**config.mk**
```make
export PLATFORM = sky130hd
export DESIGN_NAME = rf_writeback_unit
export DESIGN_NICKNAME = d
export VERILOG_FILES = /design/src/rtl/rf_writeback_unit.sv
export SDC_FILE = /design/constraint.sdc
export NUM_CORES = 1
export LEC_CHECK = 0
export ABC_AREA = 1
export CAP_MARGIN = 20
export CORE_MARGIN = 4
export CORE_UTILIZATION = 60
export CTS_BUF_LIST = sky130_fd_sc_hd__clkbuf_4
export CTS_CLUSTER_DIAMETER = 80
export DETAILED_ROUTE_END_ITERATION = 12
export PLACE_DENSITY = 0.87
export SETUP_SLACK_MARGIN = 0.2
export SLEW_MARGIN = 15
export SYNTH_ARGS = -nofsm -noshare
export SYNTH_HDL_FRONTEND = slang
export SYNTH_SLANG_ARGS = --single-unit
export TNS_END_PERCENT = 5
```
**constraint.sdc**
```tcl
create_clock -name clk -period 3.2 [get_ports clk]
set_input_delay 0.64 -clock clk [delete_from_list [all_inputs] [get_ports clk]]
set_output_delay 0.64 -clock clk [all_outputs]
set_load 0.03 [all_outputs]
```
**src/rtl/rf_writeback_unit.sv**
```systemverilog
// Register file write-port arbiter: ALU results, buffered
// long-latency results and the pending-destination scoreboard.
module rf_writeback_unit #(
  parameter int DATA_WIDTH     = 32,
  parameter int REG_DEPTH      = 32,
  parameter int REG_ADDR_WIDTH = 5,
  parameter int FIFO_DEPTH     = 4
) (
  input  logic                          clk,
  input  logic                          rst,
  input  logic                          alu_valid,
  input  logic [REG_ADDR_WIDTH-1:0]     alu_rd,
  input  logic [DATA_WIDTH-1:0]         alu_data,
  input  logic                          ll_valid,
  output logic                          ll_ready,
  input  logic [REG_ADDR_WIDTH-1:0]     ll_rd,
  input  logic [DATA_WIDTH-1:0]         ll_data,
  input  logic                          iss_valid,
  output logic                          iss_ready,
  input  logic [REG_ADDR_WIDTH-1:0]     iss_rd,
  input  logic [REG_ADDR_WIDTH-1:0]     ra_a,
  input  logic [REG_ADDR_WIDTH-1:0]     ra_b,
  output logic                          hz_a,
  output logic                          hz_b,
  output logic                          we,
  output logic [REG_ADDR_WIDTH-1:0]     wa,
  output logic [DATA_WIDTH-1:0]         wd,
  output logic [$clog2(FIFO_DEPTH):0]   fifo_count
);

  localparam int PW = $clog2(FIFO_DEPTH);
  localparam int CW = PW + 1;
  localparam logic [CW-1:0] FULL = CW'(FIFO_DEPTH);

  typedef struct packed {
    logic [REG_ADDR_WIDTH-1:0] rd;
    logic [DATA_WIDTH-1:0]     data;
  } ent_t;

  ent_t                      mem_q [FIFO_DEPTH];
  ent_t                      mem_d [FIFO_DEPTH];
  logic [PW-1:0]             wr_ptr_q, wr_ptr_d;
  logic [PW-1:0]             rd_ptr_q, rd_ptr_d;
  logic [CW-1:0]             count_q, count_d;
  logic [REG_DEPTH-1:0]      busy_q, busy_d;
  logic                      we_q, we_d;
  logic [REG_ADDR_WIDTH-1:0] wa_q, wa_d;
  logic [DATA_WIDTH-1:0]     wd_q, wd_d;
  logic                      clr_q, clr_d;

  logic push;
  logic pop;
  ent_t head;

  assign ll_ready   = count_q < FULL;
  assign iss_ready  = !busy_q[iss_rd];
  assign hz_a       = busy_q[ra_a];
  assign hz_b       = busy_q[ra_b];
  assign we         = we_q;
  assign wa         = wa_q;
  assign wd         = wd_q;
  assign fifo_count = count_q;

  always_comb begin
    push = ll_valid && ll_ready;
    pop  = !alu_valid && (count_q != '0);
    head = mem_q[rd_ptr_q];

    mem_d = mem_q;
    if (push) begin
      mem_d[wr_ptr_q] = '{rd: ll_rd, data: ll_data};
    end
    wr_ptr_d = push ? wr_ptr_q + PW'(1) : wr_ptr_q;
    rd_ptr_d = pop  ? rd_ptr_q + PW'(1) : rd_ptr_q;

    count_d = count_q;
    unique case ({push, pop})
      2'b10:   count_d = count_q + CW'(1);
      2'b01:   count_d = count_q - CW'(1);
      default: count_d = count_q;
    endcase

    we_d  = 1'b0;
    wa_d  = wa_q;
    wd_d  = wd_q;
    clr_d = 1'b0;
    unique case (1'b1)
      alu_valid: begin
        we_d = alu_rd != '0;
        wa_d = alu_rd;
        wd_d = alu_data;
      end
      pop: begin
        we_d  = head.rd != '0;
        wa_d  = head.rd;
        wd_d  = head.data;
        clr_d = 1'b1;
      end
      default: ;
    endcase

    // clear lands on the edge where the register file captures wd
    busy_d = busy_q;
    if (clr_q) begin
      busy_d[wa_q] = 1'b0;
    end
    if (iss_valid && iss_ready && iss_rd != '0) begin
      busy_d[iss_rd] = 1'b1;
    end
    busy_d[0] = 1'b0;
  end

  always_ff @(posedge clk or negedge rst) begin
    if (!rst) begin
      for (int i = 0; i < FIFO_DEPTH; i++) begin
        mem_q[i] <= '0;
      end
      wr_ptr_q <= '0;
      rd_ptr_q <= '0;
      count_q  <= '0;
      busy_q   <= '0;
      we_q     <= 1'b0;
      wa_q     <= '0;
      wd_q     <= '0;
      clr_q    <= 1'b0;
    end else begin
      mem_q    <= mem_d;
      wr_ptr_q <= wr_ptr_d;
      rd_ptr_q <= rd_ptr_d;
      count_q  <= count_d;
      busy_q   <= busy_d;
      we_q     <= we_d;
      wa_q     <= wa_d;
      wd_q     <= wd_d;
      clr_q    <= clr_d;
    end
  end

endmodule

```
Yosys cells after proc, flatten, opt, wreduce, memory -nomap -nowiden
Index checks and enable logic that the tools add are counted.
{"block": "totals", "ramBits": 0, "latch_bits": 0, "out_inout_bits": 45, "rom_bits": 0, "n_memories": 0, "regBits": 225}
{"block": "classes", "shifts": 0, "mul": 0, "div_mod_pow": 0, "mux": 23, "addsub": 4, "n_eq_ne": 2, "reduce_logical": 15, "bitwise": 5, "magnitude_cmp": 10}
{"op": "$bwmux 148", "n": 1}
{"op": "$mux 37", "n": 3}
{"op": "$bmux 37 s2", "n": 1}
{"op": "$demux 37 s2", "n": 1}
{"op": "$mux 32", "n": 2}
{"op": "$pmux 32 s2", "n": 1}
{"op": "$and 32x32->32", "n": 1}
{"op": "$not 32->32", "n": 1}
{"op": "$or 32x32->32", "n": 1}
{"op": "$lt 5x6->1 const B", "n": 4}
{"op": "$bmux 1 s5", "n": 3}
{"op": "$reduce_bool 5->1", "n": 3}
{"op": "$demux 1 s5", "n": 2}
{"op": "$ge 5x1->1 const B", "n": 2}
{"op": "$pmux 5 s2", "n": 1}
{"op": "$logic_and 1x1->1", "n": 7}
{"op": "$ge 3x3->1 const B", "n": 2}
{"op": "$mux 1", "n": 6}
{"op": "$not 2->3", "n": 2}
{"op": "$pmux 3 s2", "n": 1}
{"op": "$add 2x1->2 const B", "n": 2}
{"op": "$reduce_bool 2->1", "n": 2}
{"op": "$add 3x1->3 const B", "n": 1}
{"op": "$lt 3x1->1 const B", "n": 1}
{"op": "other kinds (7)", "n": 8}

Longest topological paths before layout
{"block": "depth", "ltp_word": 9, "mapped_depth": 15, "depth_no_buf": 12}

Least setup slack after synthesis
No wires, ideal clock.
{"block": "synth_timing", "kind": "register to register", "from": "register count_q[0], in the netlist fifo_count[0]", "to": "register count_q[2], in the netlist fifo_count[2]", "path_buffers": 1, "setup_time_ns": 0.131, "stages_incl_launch_ff": 10, "slack_ns": 0.869, "t_arrival_ns": 2.200, "t_required_ns": 3.069, "cell_sequence": "dfrtp_1 > nor2_1 > a21oi_1 > clkbuf_1 > ha_1 > inv_1 > fa_1 > a21oi_1 > o21ai_0 > xor2_1"}
{"block": "synth_via", "elab_chain_len": 4, "word_cells_on_any_way": 10, "cone_classes": "2 x add/sub; 1 x order compare; 2 x eq/ne; 1 x mux; 4 x reduce/logical"}
{"item": "from (decl)", "line_no": "44", "text": "logic [CW-1:0] count_q, count_d;"}
{"item": "from (signal assigned)", "line_no": "130", "text": "count_q <= count_d;"}
{"item": "$lt 3x3->1 / $reduce_bool 3->1 (equally long branches)", "line_no": "55, 66"}
{"item": "$logic_and 1x1->1, on equally long branches", "line_no": "65, 66"}
{"item": "$eq 2x1->1 / $eq 2x2->1 (equally long branches)", "line_no": "77", "text": "unique case ({push, pop})"}
{"item": "$pmux 3 s2 / $reduce_bool 2->1 (equally long branches)"}
Parallel ways exist; a longest one is shown, timed or not.
A chain may end at the register's enable or synchronous reset.

Worst setup path in the final report
{"block": "layout_timing", "from": "input port ra_a[0]", "to": "output port hz_a"}
{"block": "layout_via", "elab_chain_len": 2}
{"item": "from (decl)", "line_no": "21", "text": "input logic [REG_ADDR_WIDTH-1:0] ra_a,"}
{"item": "$bmux 1 s5", "line_no": "57", "text": "assign hz_a = busy_q[ra_a];"}
{"item": "$mux 1 (implied by the code)", "line_no": "57"}
{"item": "to (decl)", "line_no": "23", "text": "output logic hz_a,"}
Every way passes these cells. The select of a mux whose other input is x is not followed.

==> results_dict.tcl <==
set metrics [dict create \
    outcome "finished clean" \
    crit_chain "clkdlybuf4s50_1 > clkinvlp_4 > buf_4 > o21ai_0 > o21ai_0 > o211ai_1 > nand2_1 > nand2_1 > nand2_1 > buf_4" \
    ant_nets 0 \
    r2r_end "mem_q[125]$_DFFE_PN0P_" \
    ys_seq_area_frac 0.526 \
    ios 139 \
    setup_viol 0 \
    via_per_inst 6.04 \
    fin_total_pwr_mw 12.8 \
    setup_tns_ps 0 \
    rr_worst_depth 7 \
    cpMostUsedCell "nand2_1" \
    drive_above_1_share 0.0951 \
    async_flop_share 1.00 \
    synth-compound-area-share 0.177 \
    synth_xor_xnor_area_share 0.00409 \
    grt_pass1_wl_um 51800 \
    p_leak_nw 6.13 \
    initial_core_util 0.615 \
    synth_edf_count 0 \
    drt-initial-drc-count 1146 \
    area_growth_pct 22.4 \
    dp_cells 1653 \
    syn_avg_cell_area_um2 7.99 \
    max-cap-violations 0 \
    vdd_drop_max_v 0.000656 \
    mostFrequentLayoutCell "nand2_1" \
    layout.cells.non_filler 1751 \
    cts_tree "built" \
    max-slew-margin-rel 0.471 \
    synth_cells 1340 \
    dpl.hpwl_um 20500 \
    core_area_um2 17400 \
    num_vias 10600 \
    hold_class "reg2reg" \
    ys_warn_count 0 \
    ff_latch_area_um2 5630 \
    ff2ff_setup_slack_ps 1170 \
    antenna_found_initial 1 \
    final_nets 1591 \
    fmaxAchievable_mhz 346 \
    synthSimpleGateAreaFrac 0.227 \
    power_density_nw_per_um2 977 \
    arrival_ps 2250 \
    routedWlPerCell_um 18.2 \
    crit_path_end "hz_a" \
    path_class "in2out" \
    first_global_vias 10200 \
    mostFrequentLayoutCells "nand2_1 (347), o21ai_0 (291), dfrtp_1 (224)" \
    finalHoldWorstSlack_ps 483 \
    cts_buffer_depth 3 \
    cts_max_level 2 \
    synth_area_um2 10700 \
    insertion_delay_ps 690 \
    numPortBuffers 138 \
    die_x_um 142 \
    drcViolationCount 0 \
    rsz0062_at_grt "false" \
    start_kind "input pin" \
    synth_fa_ha_area_frac 0.00771 \
    synth_top_family_by_area "simple AND/OR/NAND/NOR gates" \
    multi_input_area_um2 4470 \
    cts-root-buf "clkbuf_4" \
    cp_max_fo 8 \
    track_usage 0.318 \
    hold_viol 0 \
    synth.area.mux_share 0 \
    synth_cell_type_count 28 \
    clk_pin_slew_ps 60 \
    final_cell_area_um2 13100 \
    ys_ff_latch 225 \
    syn_nets 1440 \
    end_kind "output pin" \
    critPathSlowestCell "clkdlybuf4s50_1" \
    drtPass1Iterations 8 \
    wl_um 32000 \
    worstMarginPinSlew_ps 793 \
    cts_sinks 225 \
    rows 48 \
    die_y_um 142 \
    worst_clock_skew_ps 65.7 \
    cpPeakStageDelay_ps 550 \
    fin_crit_sh 0.904 \
    gp_congestion 1.12 \
    required_ps 2560 \
    numCtsBuffers 57 \
    grt_start_max_net_pins 104 \
    die-area_um2 20000 \
    fillers 1260 \
    startpoint "ra_a[0]" \
    grt.overflow.total 0 \
    timing.final.crit_period_ps 2890 \
    r2r-start "fifo_count[2]$_DFFE_PN0P_" \
    synth-main-ff-cell "dfrtp_1" \
    post_dp_cell_area_um2 12400 \
    slew_violations 0 \
]
[through the flow]
step / setup WS, ps / util
2_1_floorplan: 869 / -
3_3_place_gp: 422 / 0.710
3_5_place_dp: 401 / 0.710
4_1_cts: 393 / 0.751
5_1_grt: 231 / 0.753
6_report: 306 / 0.753
[repair_timing]
| item | CTS | global route |
|---|---|---|
| hold buffers | 1 | 0 |
| buffers inserted | 0 | 3 |
| resized for setup | 0 | 1 |
| endpoints found under the setup margin | 0 | 1 |
| hold endpoints to repair | 1 | 0 |
[cells by family after synthesis]
group,after synthesis
DFF,225
AOI/OAI and AO/OA,356
xor gates and xnor gates,5
buffers and inverters,159
adders and majority gates,6
and+or+nand+nor,589
[flip-flops by register name (all words and copies together) (netlist names)]
name	flops
busy_q	31
clr_q	1
fifo_count	3
mem_q	148
rd_ptr_q	2
wa	5
wd	32
we	1
wr_ptr_q	2
[routing by layer]
metal / track usage / vias to the layer above / wire, um / part of all wire
met3: 0.0728 / 106 / 3080 / 0.096
li1: - / 4831 / - / -
met2: 0.499 / 586 / 15000 / 0.47
met1: 0.425 / 5060 / 12600 / 0.39
met4: 0.146 / 0 / 1270 / 0.040
met5: 0 / - / 0 / 0
[critical path, delay by kind of cell]
kind | cells | cell delay [ps]
buffers and inverters | 4 | 980
AO/OA/AOI/OAI | 3 | 430
AND/OR/NAND/NOR | 3 | 190
[final cells by class]
| cell class | instances | share of cell area |
|---|---|---|
| Inverter | 76 | 0.0222 |
| Clock inverter | 7 | 0.00439 |
| Clock buffer | 86 | 0.0492 |
| Multi-Input combinational cell | 956 | 0.341 |
| Timing Repair Buffer | 175 | 0.132 |
| Tap cell | 225 | 0.0215 |
| Antenna cell | 1 | 0.000191 |
| Sequential cell | 225 | 0.430 |
[Yosys cell counts (2+ instances only)]
master / number / share of area
a21oi_1: 10 / 0.0047
buf_1: 9 / 0.0032
buf_6: 4 / 0.0042
clkbuf_1: 69 / 0.024
dfrtp_1: 225 / 0.53
ha_1: 5 / 0.0058
inv_1: 73 / 0.026
nand2_1: 351 / 0.12
nand3_1: 85 / 0.040
nand4_1: 32 / 0.019
nor2_1: 107 / 0.038
nor2_2: 3 / 0.0018
nor3_1: 8 / 0.0037
o211ai_1: 5 / 0.0035
o21ai_0: 291 / 0.14
o221ai_1: 13 / 0.011
o22a_1: 2 / 0.0016
o22ai_1: 35 / 0.020
xor2_1: 4 / 0.0033
[where the power goes]
group | leakage [nW] | internal (mW) | total (mW) | switching [mW]
Sequential | 2.76 | 4.15 | 5.15 | 0.995
Combinational | 2.95 | 1.90 | 5.25 | 3.35
Clock | 0.422 | 1.29 | 2.41 | 1.13
[worst min path at each step]
stage,startpoint,end,slack [ps],cells after the start
finish,mem_q[43]$_DFFE_PN0P_,mem_q[43]$_DFFE_PN0P_,480,2
global route,alu_data[25],wd[25]$_DFFE_PN0P_,480,3
CTS,mem_q[92]$_DFFE_PN0P_,mem_q[92]$_DFFE_PN0P_,480,2
detailed placement,mem_q[52]$_DFFE_PN0P_,mem_q[52]$_DFFE_PN0P_,470,2
global placement,mem_q[145]$_DFFE_PN0P_,mem_q[145]$_DFFE_PN0P_,460,2
floorplan,rst,busy_q[10]$_DFF_PN0_,340,0
(Power assumes the default switching activity.)
==> patch 1 (same settings) <==
Register the output `fifo_count` once more, with the module's reset; this adds one clock of latency there. The other outputs are not delayed to match.
--- a/src/rtl/rf_writeback_unit.sv
+++ b/src/rtl/rf_writeback_unit.sv
@@ -60,5 +60,11 @@
   assign wa         = wa_q;
   assign wd         = wd_q;
-  assign fifo_count = count_q;
+  always_ff @(posedge clk or negedge rst) begin
+    if (!rst) begin
+      fifo_count <= '0;
+    end else begin
+      fifo_count <= count_q;
+    end
+  end
 
   always_comb begin
Formal check against the unedited RTL: not equivalent (a bounded check fails within 4 cycles, from zero or initial values and one cycle with rst low).
==> patch 1 against the original RTL <==
First-iteration DRC count up 7.3%. Synthesized area up 1.0%. Total power up 0.82%. Final area up 0.22%. Sequential cell count up 3. Highest routed layer unchanged. Worst setup slack better by 0.055 ns. Wire length down 0.24%. Sequential share of layout area up 0.48 points. Synthesized cell count up 0.75%.
==> patch 1: results (changes against the original RTL) <==
For the total routed wirelength, the log shows 31900 um (-0.24%). For the maximum number of pins on one net before global-route repair, the log shows 81 (-22%). The number of distinct standard cells referenced by the synthesized netlist is 27 (-3.6%), and the post-synthesis share of cell area spent on full adders, half adders and majority gates is 0.763% (-0.0079 points). The number of detailed-route iterations in the first pass was 6 (-2); the maximum ir drop on the vdd rail was 0.837 mV (+28%).

The final layout net count was 1595 (+0.25%). Overall track demand over capacity in global routing: 31.9% (+0.069 points). The highest fanout seen on the critical path is 9 (+1), and the cell leakage power is 6.17 nW (+0.60%). The area fraction in compound gates after synthesis is 16.9% (-0.83 points). The class of the tightest hold or removal check was input pin to register. The signal arrival time at the worst endpoint was 2.20 ns (-0.05 ns); the biggest cell delay along the critical path was 0.60 ns (+0.05 ns). The run gives 51800 um (about the same) as the global-route wire length before repair.

The tools report the final weighted congestion in routability-driven placement as 0.944 (-16%). The area share of xor/xnor cells in the synthesized design came out at 0.405% (-0.0042 points). The headroom to the max-slew limit came out at 47.0% (-0.14 points). The commonest cells after synthesis are 364 x sky130_fd_sc_hd__nand2_1, 228 x sky130_fd_sc_hd__dfrtp_1, 165 x sky130_fd_sc_hd__o21ai_1.

Number of fill cells: 1273 (+1.0%). The vias after detailed routing is 10500 (-0.80%), and the number of antenna violations at the first check in global routing is 0 (-1). The tools report the worst setup timing slack at the placement stage as 0.274 ns (-0.127 ns). The run finished with clean final reports.

The TritonCTS buffer count is 55 (-3.5%), and the fraction of final layout cells with drive strength greater than 1 is 9.59% (+0.078 points). The tools report the final HPWL from detailed placement as 20600 um (+0.47%).
[patch 1: final timing paths]
kind                                  from             to  slack, ns  cells after the start
worst max-delay path             iss_rd[1]      iss_ready       0.36                     10
worst min-delay path             alu_valid         wd[14]       0.32                      3
worst max register to register  count_q[1]     count_q[2]       1.09                      8
worst min register to register  count_q[1]  fifo_count[1]       0.42                      0
max in group asynchronous              rst      mem_q[17]       1.80                      3
min in group asynchronous              rst      mem_q[88]       0.53                      2
[patch 1: cell families after synthesis]
family / Yosys count
AOI/OAI and AO/OA: 342
xor gates and xnor gates: 5
adders and majority gates: 6
buffers and inverters: 166
DFF: 228
and+or+nand+nor: 603
[patch 1: cell type report]
cell class,instances,share of cell area (%)
Multi-Input combinational cell,956,34.1
Inverter,82,2.36
Tap cell,225,2.14
Sequential cell,228,43.4
Clock buffer,78,4.46
Timing Repair Buffer,172,12.9
Clock inverter,7,0.657
[patch 1: layer usage]
metal	global-route usage (%)	routed length (um)	vias to the layer above	share of wire, %
met5	0	0	-	0
met4	12.5	1000	0	3.1
met3	6.92	3270	100	10
met2	50.6	14900	593	47
met1	43.3	12700	4956	40
li1	-	-	4849	-
[patch 1: per-stage QoR]
stage,cell area [sq um],total power [mW],util [%],hold WS (ns),cells
after CTS,13100,12.8,75.2,0.295,1748
final,13100,12.9,75.2,0.319,1748
after global routing,13100,13.8,75.2,0.319,1748
after detailed placement,12500,10.4,71.3,0.405,1662
after floorplan,10800,8.39,-,0.344,1350
after global placement,12500,10.2,71.3,0.404,1662
[patch 1: power by group through the flow]
stage                     sequential (mW)  clock, mW  combinational [mW]
after detailed placement             5.19          0                5.25
after floorplan                      5.34          0                3.05
final                                5.21       2.38                5.32
after global placement               5.14          0                5.06
after global routing                 5.34       2.55                5.89
after CTS                            5.16       2.39                5.29
==> patch 2 (same settings) <==
Made on the original files. `FIFO_DEPTH`: 4 -> 8.
--- a/src/rtl/rf_writeback_unit.sv
+++ b/src/rtl/rf_writeback_unit.sv
@@ -5,5 +5,5 @@
   parameter int REG_DEPTH      = 32,
   parameter int REG_ADDR_WIDTH = 5,
-  parameter int FIFO_DEPTH     = 4
+  parameter int FIFO_DEPTH     = 8
 ) (
   input  logic                          clk,
Ports: changed (resized fifo_count); port bits go from 139 to 140. The function was not compared with the original's and may differ.
==> patch 2 against the original RTL <==
Total power rose by 63%. Clock skew fell by 0.016 ns. Wire length rose by 53%. Count of clock-buffer cells in the layout rose by 48. Combinational power rose by 58%. Final area rose by 55%. Sequential cell count rose by 151. Synthesized area rose by 63%. Worst setup slack improved by 0.026 ns. Critical path type unchanged. Largest power group is now registers. Highest routed layer unchanged.
==> patch 2: results (changes against the original RTL) <==
The flow ran to the end, and the final reports show no timing, DRC or antenna violations. The register area is 9410 sq um (+67%), and the internal power component is 12.2 mW (+67%). The run gives 0.922 (-18%) as the final weighted congestion in routability-driven placement.

The routing usage on met2 is 49.4% (-0.49 points). The signal arrival time at the worst endpoint is 2.23 ns (-0.02 ns), and the share of total power in combinational logic is 39.7% (-1.3 points). The flip-flop count of the largest register after layout was 296 (+100%).

The launch point of the worst path was iss_rd[0]. In this run the most critical hold path is launched from mem_q[213]. Violation count after the first detailed-route iteration: 1564 (+36%). The worst reg-to-reg path cell count was 8 (+1); the number of detailed-route iterations in the first pass was 7 (-1). The synthesized net count was 2227 (+55%); the highest fanout seen on the critical path was 18 (+10).

The routed length per placed instance came out at 18.0 um (-1.4%). The routed length on met3 is 4340 um (+41%), and the slew of the pin with the lowest slew margin is 1.01 ns (+0.221 ns). The number of distinct standard cells referenced by the synthesized netlist is 30 (+7.1%). The dominant power group in this design is registers. Following the worst setup path forward leads to its endpoint at iss_ready. Maximum number of pins on one net before global-route repair: 158 (+52%). The vias after detailed routing was 16200 (+53%). Routed wire length on met2: 23300 um (+55%).

Yosys attributes the largest share of cell area to sky130_fd_sc_hd__dfrtp_1 54%, sky130_fd_sc_hd__o21ai_0 13%, sky130_fd_sc_hd__nand2_1 9.8%. The total clock network power is 3.99 mW (+66%), and the setup slack of the most critical reg-to-reg path is 0.86 ns (-0.31 ns). The non-clock inverter instance count of the final layout came out at 124 (+63%). The register bit total from synthesis came out at 376 (+67%). In the synthesized netlist, the cells that appear most often are 457 x sky130_fd_sc_hd__nand2_1, 446 x sky130_fd_sc_hd__o21ai_0, 376 x sky130_fd_sc_hd__dfrtp_1.
[patch 2: cell types whose count changed after synthesis, sizes merged, moves of 21 or more]
| cell | delta |
|---|---|
| o22ai | +31 |
| nand2 | +105 |
| dfrtp | +151 |
| a21oi | +69 |
| nor2 | +152 |
| o21ai | +155 |
| clkbuf | +21 |
| nand4 | -32 |
| inv | +48 |
| o221ai | +30 |
| buf | +37 |
[patch 2: cell families (layout without fill, tap and decap cells)]
| logic type | count (synthesis) | in the layout | share of synthesized area (%) |
|---|---|---|---|
| simple gates | 824 | 824 | 18.6 |
| compound gates | 648 | 648 | 20.2 |
| flops | 376 | 376 | 54.0 |
| buf+inv | 265 | 463 | 6.31 |
| xor+xnor | 8 | 8 | 0.402 |
| fa+ha+maj | 5 | 5 | 0.359 |
| mux | 2 | 2 | 0.122 |
| other cells | 0 | 1 | 0 |
